## src/rtl/fsm_control_param.sv

```systemverilog
// Link-layer control FSM for one main FIFO plus NUM_VC VC and NUM_VC D FIFOs.
// It captures FIFO thresholds while in INIT, debounces the ACTIVE->IDLE
// transition, latches per-FIFO errors until the next init, and flags any
// zero threshold that was captured.
module fsm_control_param #(
  parameter int NUM_VC    = 2,
  parameter int MF_W      = 2,
  parameter int VC_W      = 4,
  parameter int D_W       = 2,
  parameter int IDLE_HOLD = 1,
  localparam int NF       = 1 + 2 * NUM_VC,
  localparam int UW       = MF_W + NUM_VC * (VC_W + D_W)
) (
  input  logic                   clk,
  input  logic                   reset_L,
  input  logic                   init,
  input  logic [MF_W-1:0]        umbral_MF,
  input  logic [NUM_VC*VC_W-1:0] umbral_VC,
  input  logic [NUM_VC*D_W-1:0]  umbral_D,
  input  logic [NF-1:0]          FIFO_error,
  input  logic [NF-1:0]          FIFO_empty,
  output logic [UW-1:0]          umbrales_I,
  output logic                   active_out,
  output logic                   idle_out,
  output logic                   error_out,
  output logic [NF-1:0]          error_fifo,
  output logic                   cfg_err,
  output logic [2:0]             state_out
);

  localparam logic [2:0] RESET  = 3'd0;
  localparam logic [2:0] INIT   = 3'd1;
  localparam logic [2:0] IDLE   = 3'd2;
  localparam logic [2:0] ACTIVE = 3'd3;
  localparam logic [2:0] ERROR  = 3'd4;

  // The counter only ever holds 0..IDLE_HOLD-1, so this width never wraps.
  localparam int CW = (IDLE_HOLD < 1) ? 1 : $clog2(IDLE_HOLD + 1);
  localparam logic [CW-1:0] HOLD_LAST = CW'(IDLE_HOLD - 1);

  logic [2:0]    state_reg, state_next;
  logic [UW-1:0] umb_reg, umb_next;
  logic [NF-1:0] err_fifo_reg, err_fifo_next;
  logic          cfg_err_reg, cfg_err_next;
  logic [CW-1:0] cnt_reg, cnt_next;

  logic [NUM_VC-1:0] vc_zero;
  logic [NUM_VC-1:0] d_zero;
  logic              thr_zero;
  logic              all_empty;
  logic              any_err;

  // Per-channel zero detection on the thresholds being captured this edge.
  generate
    for (genvar gi = 0; gi < NUM_VC; gi++) begin : g_zero
      assign vc_zero[gi] = (umbral_VC[gi*VC_W +: VC_W] == '0);
      assign d_zero[gi]  = (umbral_D[gi*D_W +: D_W] == '0);
    end
  endgenerate

  assign thr_zero  = (umbral_MF == '0) | (|vc_zero) | (|d_zero);
  assign all_empty = &FIFO_empty;
  assign any_err   = |FIFO_error;

  // Next-state logic: error beats init, init beats the empty-driven rules.
  always_comb begin
    state_next    = state_reg;
    umb_next      = umb_reg;
    err_fifo_next = err_fifo_reg;
    cfg_err_next  = cfg_err_reg;
    cnt_next      = '0;
    case (state_reg)
      RESET: begin
        state_next    = INIT;
        err_fifo_next = '0;
        cfg_err_next  = 1'b0;
      end
      INIT: begin
        umb_next = {umbral_MF, umbral_VC, umbral_D};
        if (any_err) begin
          state_next    = ERROR;
          err_fifo_next = err_fifo_reg | FIFO_error;
        end else if (!init) begin
          state_next   = IDLE;
          cfg_err_next = cfg_err_reg | thr_zero;
        end
      end
      IDLE: begin
        if (any_err) begin
          state_next    = ERROR;
          err_fifo_next = err_fifo_reg | FIFO_error;
        end else if (init) begin
          state_next    = INIT;
          err_fifo_next = '0;
          cfg_err_next  = 1'b0;
        end else if (!all_empty) begin
          state_next = ACTIVE;
        end
      end
      ACTIVE: begin
        if (any_err) begin
          state_next    = ERROR;
          err_fifo_next = err_fifo_reg | FIFO_error;
        end else if (init) begin
          state_next    = INIT;
          err_fifo_next = '0;
          cfg_err_next  = 1'b0;
        end else if (all_empty) begin
          if (cnt_reg == HOLD_LAST) begin
            state_next = IDLE;
          end else begin
            cnt_next = cnt_reg + CW'(1);
          end
        end
      end
      ERROR: begin
        err_fifo_next = err_fifo_reg | FIFO_error;
        if (init && !any_err) begin
          state_next    = INIT;
          err_fifo_next = '0;
          cfg_err_next  = 1'b0;
        end
      end
      default: state_next = RESET;
    endcase
  end

  // State and status registers with synchronous active-low reset.
  always_ff @(posedge clk) begin
    if (!reset_L) begin
      state_reg    <= RESET;
      umb_reg      <= '0;
      err_fifo_reg <= '0;
      cfg_err_reg  <= 1'b0;
      cnt_reg      <= '0;
    end else begin
      state_reg    <= state_next;
      umb_reg      <= umb_next;
      err_fifo_reg <= err_fifo_next;
      cfg_err_reg  <= cfg_err_next;
      cnt_reg      <= cnt_next;
    end
  end

  assign umbrales_I = umb_reg;
  assign error_fifo = err_fifo_reg;
  assign cfg_err    = cfg_err_reg;
  assign state_out  = state_reg;
  assign active_out = (state_reg == ACTIVE);
  assign idle_out   = (state_reg == IDLE);
  assign error_out  = (state_reg == ERROR);

endmodule

```

## config.mk

```make
export PLATFORM = sky130hd
export DESIGN_NAME = fsm_control_param
export DESIGN_NICKNAME = d
export VERILOG_FILES = /design/src/rtl/fsm_control_param.sv
export SDC_FILE = /design/constraint.sdc
export NUM_CORES = 1
export LEC_CHECK = 0
export CELL_PAD_IN_SITES_DETAIL_PLACEMENT = 0
export CELL_PAD_IN_SITES_GLOBAL_PLACEMENT = 1
export CORE_UTILIZATION = 30
export CTS_BUF_LIST = sky130_fd_sc_hd__clkbuf_2 sky130_fd_sc_hd__clkbuf_4 sky130_fd_sc_hd__clkbuf_8
export DETAILED_ROUTE_END_ITERATION = 7
export PLACE_DENSITY = 0.95
export SLEW_MARGIN = 40
export SYNTH_ARGS = -nofsm -noshare
export SYNTH_HDL_FRONTEND = slang
export SYNTH_SLANG_ARGS = --single-unit
export TNS_END_PERCENT = 1
```

## constraint.sdc

```tcl
create_clock -name clk -period 2.6 [get_ports clk]
set_input_delay 0.52 -clock clk [delete_from_list [all_inputs] [get_ports clk]]
set_output_delay 0.52 -clock clk [all_outputs]
set_load 0.02 [all_outputs]
```

* Yosys cells after proc, flatten, opt, wreduce, memory -nomap -nowiden
Index checks and enable logic that the tools add are counted.
Operators by class: $add $sub $neg 1, eq/ne operators 15, muxes and demuxes 22, bitwise gates (word level) 8, reductions and logical operators 18
Operator list (number):
- two-way mux 3 bit | 10
- two-way mux 5 bit | 4
- case mux 5 bit (4 select lines) | 1
- case mux 3 bit (5 select lines) | 1
- AND reduction 5 bit | 2
- OR reduction 10 bit | 1
- zero test 4 bit | 2
- != test 2 bit (second input constant) | 4
- != test 4 x 3 -> 1 bit (second input constant) | 2
- == test 3 x 2 -> 1 bit (second input constant) | 2
- zero test 2 bit | 3
- AND reduction 6 bit | 1
- OR reduction 2 bit | 3
- two-way mux 1 bit | 5
- OR 5 bit | 1
- OR reduction 5 bit | 1
- != test 2 x 1 -> 1 bit (second input constant) | 2
- != test 4 x 2 -> 1 bit (second input constant) | 1
- inverter 1 bit | 4
- case mux 1 bit (4 select lines) | 1
- nonzero test 4 bit | 1
- == test 3 x 1 -> 1 bit (second input constant) | 1
- == test 3 bit (second input constant) | 1
- zero test 3 bit | 1
- other kinds (7) | 9
Word-level totals: flip-flop bits (word level) 24, input port bits 27

* Depth between registers and ports, before layout
Gate-level depths: netlist of the first run.
depth in word-level cells 8, mapped depth 6, gate-level depth less buffers 6

* Worst setup path after synthesis of the first run
No wires, ideal clock.
path type reg2out, from register state_reg[1] (netlist: state_out[1]), to output idle_out, arrival 1168 ps, required time 2080 ps, setup slack 912 ps, cell stages (with the launch flop) 3, path through dfxtp_1 nor2b_1 nor2b_1
On the way: cells in the longest elaborated chain, start to end 1
Ends and longest elaborated chain:
- from (decl) | RTL line 41 | logic [2:0] state_reg, state_next;
- from (signal assigned) | RTL line 137 | state_reg <= state_next;
- == test 3 x 2 -> 1 bit | RTL line 150 | assign idle_out = (state_reg == IDLE);
- to (decl) | RTL line 24 | output logic idle_out,
No other way between the ends.

* Worst setup path in the final report of the first run
Ends and elaborated chain as after synthesis.

==> results of run 1 <==
==> worst paths after layout <==
kind	endpoint	from
worst max-delay path	idle_out	state_out[1]$_SDFFE_PN0P_
worst min-delay path	umbrales_I[4]$_SDFFE_PN0P_	umbrales_I[4]$_SDFFE_PN0P_
worst max register to register	state_out[0]$_SDFFE_PN0P_	state_out[0]$_SDFFE_PN0P_
worst min register to register	umbrales_I[4]$_SDFFE_PN0P_	umbrales_I[4]$_SDFFE_PN0P_
==> area by class of cell <==
class,instances,area share (%)
Tap cell,44,3.40
Inverter,1,0.232
Multi-Input combinational cell,93,31.8
Clock buffer,4,2.24
Timing Repair Buffer,53,32.6
Sequential cell,24,29.8
==> power groups by stage <==
stage                     registers [W]  logic [W]  clock network, W
after floorplan                0.000540   0.000168                 0
after detailed placement       0.000481   0.000437                 0
after CTS                      0.000473   0.000439          0.000203
final                          0.000472   0.000435          0.000194
after global routing           0.000482   0.000475          0.000222
after global placement         0.000476   0.000434                 0
==> cells by family (layout without fill, tap and decap cells) <==
family	Yosys count	after routing	share of synthesized area, %
flip-flops	24	24	47.2
AND/OR/NAND/NOR	60	60	27.7
buffers and inverters	6	58	2.21
AO/OA/AOI/OAI	32	32	22.5
other	1	1	0.369
==> cell usage in the layout (no fill, tap or decap), drive strengths merged, types with 2 or more instances in the layout <==
cell type      instances
o21ai                  2
nor3                   3
nand2                 31
dfxtp                 24
nor3b                  2
nor2b                  3
clkdlybuf4s50         52
nor2                  12
a21oi                  6
a21boi                14
or4                    2
clkbuf                 4
o2111ai                2
nor4                   2
o22ai                  2
nand3                  2
==> worst max-delay path, stage by stage (launching register included) <==
cell and delay, ps:
dfxtp_2 440, nor2b_1 270, nor2b_1 230, clkdlybuf4s50_1 630
==> stage by stage <==
step | cell area, µm² | hold slack [ps] | power, W | util (%)
finish | 1620 | 464 | 0.00110 | 51.8
global placement | 1580 | 441 | 0.000910 | 50.6
floorplan | 1020 | 533 | 0.000708 | -
detailed placement | 1580 | 450 | 0.000919 | 50.6
CTS | 1620 | 469 | 0.00112 | 51.7
global route | 1620 | 497 | 0.00118 | 51.8
==> per-layer routing <==
metal / up-vias / wire [µm]
li1: 532 / -
met5: - / 0
met4: 0 / 27
met3: 2 / 147
met1: 470 / 1190
met2: 32 / 1230
==> what timing repair did <==
action / CTS / global route
gates resized for setup: 0 / 1
endpoints found under the setup margin: 0 / 1
hold buffers: 0 / 0
==> results_dict.tcl, run 1 <==
set metrics [dict create \
    rows 20 \
    met3_usage_pct 2.81 \
    numCtsBuffers 3 \
    boundaryPins 53 \
    initial_core_util_pct 32.5 \
    cts_tree "done" \
    p_comb_share_pct 39.5 \
    grt_usage_pct 15.2 \
    cap_viol_max_count 0 \
    antenna_found_initial 0 \
    switchingPower_w 0.000378 \
    ys.flop_type "dfxtp_1" \
    clkPwrFrac_pct 17.6 \
    status "completed" \
    routed_wirelength_um 2590 \
    root_buffer "clkbuf_4" \
    die_w_um 60.2 \
    synth.largest_area_cell "dfxtp_1" \
    synthTopCellsByArea "dfxtp_1, nand2_1, a21boi_0, nor2_1, a21oi_1" \
    rrSetupSlack_ps 1070 \
    clockBufferDepth 2 \
    fin_worst_skew_ps 1.61 \
    syn_area_per_cell_um2 8.27 \
    min_path_type "flop to flop" \
    path_class "flop to primary output" \
    syn_to_final_growth_pct 59.2 \
    wire_per_inst_um 11.8 \
    hold-path-cell-count 2 \
    tightest_slew_ps 660 \
    required_ps 2080 \
    post-place-ws_ps 427 \
    swShare_pct 34.4 \
    met1_usage_pct 19.5 \
    multiInputGateArea_um2 514 \
    register_area_um2 482 \
    vias_per_cell 4.73 \
    power_leakage_nw 0.576 \
    fin_crit_ps 2390 \
    core_um2 3130 \
    syn_area_um2 1020 \
    clk_pin_slew_ps 130 \
    intPower_w 0.000722 \
    synth.net_count 150 \
    synth-warning-count 0 \
    rsz0062_at_grt "no" \
    h-tree-depth 1 \
    setup_tns_ps 0 \
    path_max_fanout 9 \
    gr-usage-met2_pct 25.3 \
    synth_common_cells "nand2_1, dfxtp_1, nor2_1" \
    clkLatencyLatePin_ps 300 \
    synth_edf_count 0 \
    max-vdd-ir-drop_uv 329 \
    cts_sinks 24 \
    p_per_area_nw_per_um2 680 \
    arrival_ps 1870 \
    synth_most_common_cell "nand2_1" \
    grt_overflow 0 \
    die_h_um 60.2 \
    die_area_um2 3630 \
    route.detailed.drc 0 \
    via_count 1036 \
    slew_headroom_pct 55.5 \
    final_cells 219 \
    io_buffers 52 \
    nFillCells 294 \
    drv_slew 0 \
    yosysSeqAreaShare_pct 47.2 \
    r2r_cells 3 \
    drt_iter0_drc 15 \
    fmax_ghz 0.419 \
    hpwl_um 2040 \
    post_cts_buffers 0 \
    drive_gt1_share_pct 5.71 \
    synthArstFlopShare_pct 0 \
    critPathLaunchType "flop" \
    sequentialPowerShare_pct 42.9 \
    gr-max-usage-layer "met2" \
    end_kind "primary output" \
    dr.pass1.iters 4 \
    grt_pass1_vias 955 \
    synth-seq-cells 24 \
    n_antenna_cell 0 \
    grt_max_degree 19 \
    grt_pass1_wl_um 4110 \
    finalWorstSetupSlack_ps 212 \
    setup_viol 0 \
    dp.cells 215 \
    gp_congestion 0.932 \
    drtAntennaViolNets 0 \
    synth.distinct_cells 30 \
    hold_viol_final 0 \
    netlist.area_leader.share_pct 47.2 \
    netlist_instances 123 \
    fin_nets 203 \
    finalCritPeriodShare_pct 91.9 \
    largest_reg_flops 14 \
]
Power figures use the tool's default switching activity.
==> run 2, diff against run 1 <==
--- a/config.mk
+++ b/config.mk
@@ -7,10 +7,11 @@
 export LEC_CHECK = 0
 export CELL_PAD_IN_SITES_DETAIL_PLACEMENT = 0
 export CELL_PAD_IN_SITES_GLOBAL_PLACEMENT = 1
+export CORE_ASPECT_RATIO = 1.5
 export CORE_UTILIZATION = 30
 export CTS_BUF_LIST = sky130_fd_sc_hd__clkbuf_2 sky130_fd_sc_hd__clkbuf_4 sky130_fd_sc_hd__clkbuf_8
 export DETAILED_ROUTE_END_ITERATION = 7
-export PLACE_DENSITY = 0.95
+export PLACE_DENSITY = 0.86
 export SLEW_MARGIN = 40
 export SYNTH_ARGS = -nofsm -noshare
 export SYNTH_HDL_FRONTEND = slang
==> run 2 against run 1 <==
Wire length is 1.5% higher; worst setup slack worse by 49 ps; non-clock buffer count stayed put; critical path depth stayed put; cell count is 2.3% lower; sequential share of layout area is 0.054 points lower; fmax is 2.0% lower; via count is 4.9% higher; largest power group unchanged; sequential cell count stayed put; hold slack worse by 11 ps; final area hardly changed; die area is 0.13% higher.
==> results_dict.tcl, run 2 (synthesized netlist as in run 1, its figures left out) <==
set metrics [dict create \
    status "completed" \
    slew_headroom_pct 55.7 \
    fin_hold_ws_ps 453 \
    hpwl_um 2070 \
    tightest_slew_ps 657 \
    cap_viol_max_count 0 \
    largest_reg_flops 14 \
    drt_iter0_drc 38 \
    rrSetupSlack_ps 1070 \
    post_cts_buffers 0 \
    power_leakage_nw 0.576 \
    hold_end "umbrales_I[3]$_SDFFE_PN0P_" \
    setup_tns_ps 0 \
    n_antenna_cell 0 \
    r2r-start "state_out[1]$_SDFFE_PN0P_" \
    io_buffers 52 \
    path_buf_inv 1 \
    hp-start "umbrales_I[3]$_SDFFE_PN0P_" \
    finalCritPeriodShare_pct 93.8 \
    boundaryPins 53 \
    path_class "flop to primary output" \
    die_area_um2 3630 \
    postPlaceCellArea_um2 1580 \
    vias_per_cell 5.08 \
    worstReg2RegEnd "state_out[0]$_SDFFE_PN0P_" \
    cts_sinks 24 \
    path_max_fanout 9 \
    max-vdd-ir-drop_uv 388 \
    wire_per_inst_um 12.3 \
    clk_pin_slew_ps 70 \
    h-tree-depth 1 \
    fin_crit_ps 2440 \
    end_kind "primary output" \
    numCtsBuffers 3 \
    rsz0062_at_grt "no" \
    final_cells 214 \
    gp_congestion 0.907 \
    clkLatencyLatePin_ps 250 \
    crit_top_cell "nor2b_1" \
    setup_viol 0 \
    min_path_type "flop to flop" \
    total_power_w 0.00111 \
    fin_worst_skew_ps 1.97 \
    dp.cells 211 \
    hold-path-cell-count 2 \
    grt_pass1_wl_um 4240 \
    required_ps 2080 \
    postCtsHoldBufs 0 \
    max_stage_delay_ps 640 \
    drv_slew 0 \
    fin_nets 203 \
    cp.depth 3 \
    drtAntennaViolNets 0 \
    fmax_ghz 0.410 \
    layout_common_cells "clkdlybuf4s50_1, nand2_1, dfxtp_1, nor2_1, a21boi_0" \
    routed_wirelength_um 2630 \
    die_h_um 73.3 \
    cts_tree "done" \
    grt_overflow 0 \
    rows 25 \
    grt_pass1_vias 1043 \
    final_common_cell "clkdlybuf4s50_1" \
    route.detailed.drc 0 \
    clockBufferDepth 2 \
    drive_gt1_share_pct 4.60 \
    initial_core_util_pct 31.9 \
    fin_area_um2 1620 \
    hold_viol_final 0 \
    grt_max_degree 19 \
    cp_cell_sequence "nor2b_1 > nor2b_1 > clkdlybuf4s50_1" \
    critPathLaunchType "flop" \
    startpoint "state_out[1]$_SDFFE_PN0P_" \
    via_count 1087 \
    die_w_um 49.5 \
    grt_usage_pct 14.8 \
    slowest_stage "clkdlybuf4s50_1" \
    root_buffer "clkbuf_8" \
    arrival_ps 1920 \
    dr.pass1.iters 4 \
    ctsResizeCount 0 \
    syn_to_final_growth_pct 59.0 \
    core_um2 3190 \
    antenna_found_initial 0 \
    cp_top_family "buffers and inverters" \
    r2r_cells 3 \
    p_per_area_nw_per_um2 688 \
]
run 2: cell count changes in the layout (fill, tap and decap cells not counted), sizes merged:
cell and delta:
clkbuf -1
run 2: stage by stage:
stage | setup WS (ps) | util [%]
global route | 57.4 | 50.7
global placement | 472 | 49.4
CTS | 170 | 50.7
finish | 162 | 50.7
floorplan | 912 | -
detailed placement | 439 | 49.4
run 2: routing by layer:
metal  track usage (%)  wire length (µm)  share of wire (%)  vias up
met5                 0                 0                  0        -
met4              6.03                15               0.57        0
met3              2.28               222                8.4        2
met2              27.9              1400                 53       57
met1              16.0               995                 38      499
li1                  -                 -                  -      529
run 2: layout make-up:
class	instances	area (µm²)
well taps	40	50.0
inverters	1	3.75
flip-flops and latches	24	480
repair buffers	53	528
multi-input cells	93	514
clock buffers	3	41.3
fillers	324	1570
run 2: worst max-delay path by stage:
stage | end | slack [ps]
4_1_cts | idle_out | 170
5_1_grt | idle_out | 60
3_3_place_gp | idle_out | 470
2_1_floorplan | idle_out | 910
3_5_place_dp | state_out[0]$_SDFFE_PN0P_ | 440
6_report | idle_out | 160
run 2: worst register-to-register path, delay by kind of cell (launching register included):
kind | cells | cell delay, ps
AOI/OAI and AO/OA | 3 | 1050
DFF | 1 | 390
run 2: power by group:
part	switching [W]	internal, W
Combinational	0.000227	0.000210
Clock	0.000103	0.000103
Sequential	0.0000432	0.000427
Total	0.000373	0.000740
==> patch (config.mk and constraints of run 1) <==
Set the parameter `MF_W` to 4 (it was 2).
--- a/src/rtl/fsm_control_param.sv
+++ b/src/rtl/fsm_control_param.sv
@@ -4,7 +4,7 @@
 // zero threshold that was captured.
 module fsm_control_param #(
   parameter int NUM_VC    = 2,
-  parameter int MF_W      = 2,
+  parameter int MF_W      = 4,
   parameter int VC_W      = 4,
   parameter int D_W       = 2,
   parameter int IDLE_HOLD = 1,
Interface: changed (resized umbral_MF and umbrales_I); port bits go from 53 to 57. The function was not compared with the original's and may differ.
==> patch against run 1 <==
Synthesized area rose by 9.1%. Synthesized cell count grew 4.9%. Largest power group unchanged. Worst hold slack improved by 0.0079 ns. Setup slack better by 0.026 ns. Fmax rose by 1.1%. Count of clock-buffer cells in the layout is 1 lower. Routed wire length rose by 7.1%. Sequential cell count grew 2. Cell area up 8.6%. Clock skew about the same. First-iteration DRC count is 93% higher. Total power fell by 4.4%.
==> patch: results <==
[placement]
post-dp-hpwl_um = 2110
globalplace.congestion = 0.776
dp_slack_ns = 0.544
port_buffers = 56
place_area_sq_mm = 0.00169

[clock_network]
insertion_delay_ns = 0.27
cts-root-buf = "clkbuf_8"
cts_made_buffers = 3
cts_resized = 0
cts.clk_slew.worst_paths_ns = 0.09

[logic_synthesis]
synth_compound_area_frac = 0.213
netlist-cell-type-count = 31
ys_seq_area_frac = 0.469
synth_fp_nets = 158
ys_top_cells_by_count = "nand2_1, dfxtp_1, a21boi_0"
yosys-top-cells-area = "dfxtp_1, nand2_1, a21boi_0"

[global_routing]
grt_max_degree = 21
grt_pass1_wl_um = 4830
grt_pass1_vias = 1101
met3_usage = 0.0310
grt_use_met2 = 0.268
grt_usage = 0.156
grt_use_met1 = 0.182

[detailed_routing]
dr_wl_met3_um = 129
wl_met2_um = 1400
drt_iter0_drc = 29
firstDrtPassIters = 4
routed_wl_um = 2770
wl_met1_um = 1220
vias_per_cell = 4.70

[finish]
layout.nets = 212
largest_reg_flops = 16
fillCellCount = 333
drive_gt1_frac = 0.0495

[worst_setup_path]
crit_arrival_ns = 1.84
reg2reg_depth = 5
critical_path.max_stage_delay_ns = 0.61
worstPathMaxFanout = 8
endpoint = "error_out"
regToRegSetupSlack_ns = 0.88
r2r-end = "cfg_err$_SDFFE_PN0P_"

[min_path]
worstHoldEndpoint = "umbrales_I[0]$_SDFFE_PN0P_"
hold_start = "umbrales_I[0]$_SDFFE_PN0P_"

[pwr]
powerClk_w = 0.000331
powerSeq_w = 0.000457
vdd_drop_max_mv = 0.220
power.leakage_nw = 0.619
p_seq_frac = 0.434
internal_power_w = 0.000773

[timing]
worst_pin_slew_ns = 0.683
timing.fmax_mhz = 423
skew_ns = 0.00202
whs_ns = 0.472

[run_status]
status = "completed"
[patch: cell types whose count changed in the layout (fill, tap and decap cells not counted), sizes merged, moves of 2 or more]
| cell | before | now |
|---|---|---|
| o2111ai | 2 | 0 |
| a31oi | 0 | 2 |
| clkdlybuf4s50 | 52 | 56 |
| nand2 | 31 | 34 |
| nor4 | 2 | 4 |
| nor2 | 12 | 8 |
| nand2b | 0 | 3 |
| a21boi | 14 | 16 |
| nor3 | 3 | 0 |
| dfxtp | 24 | 26 |
[patch: layout make-up]
cell class                      count  share of cell area
Multi-Input combinational cell     96               0.312
Clock buffer                        3              0.0235
Tap cell                           46              0.0327
Sequential cell                    26               0.296
Timing Repair Buffer               56               0.319
Clock inverter                      1              0.0171
[patch: stage by stage]
step                       util  instances
final                     0.511        228
after global routing      0.511        228
after CTS                 0.511        228
after detailed placement  0.490        224
after global placement    0.490        224
after floorplan               -        129
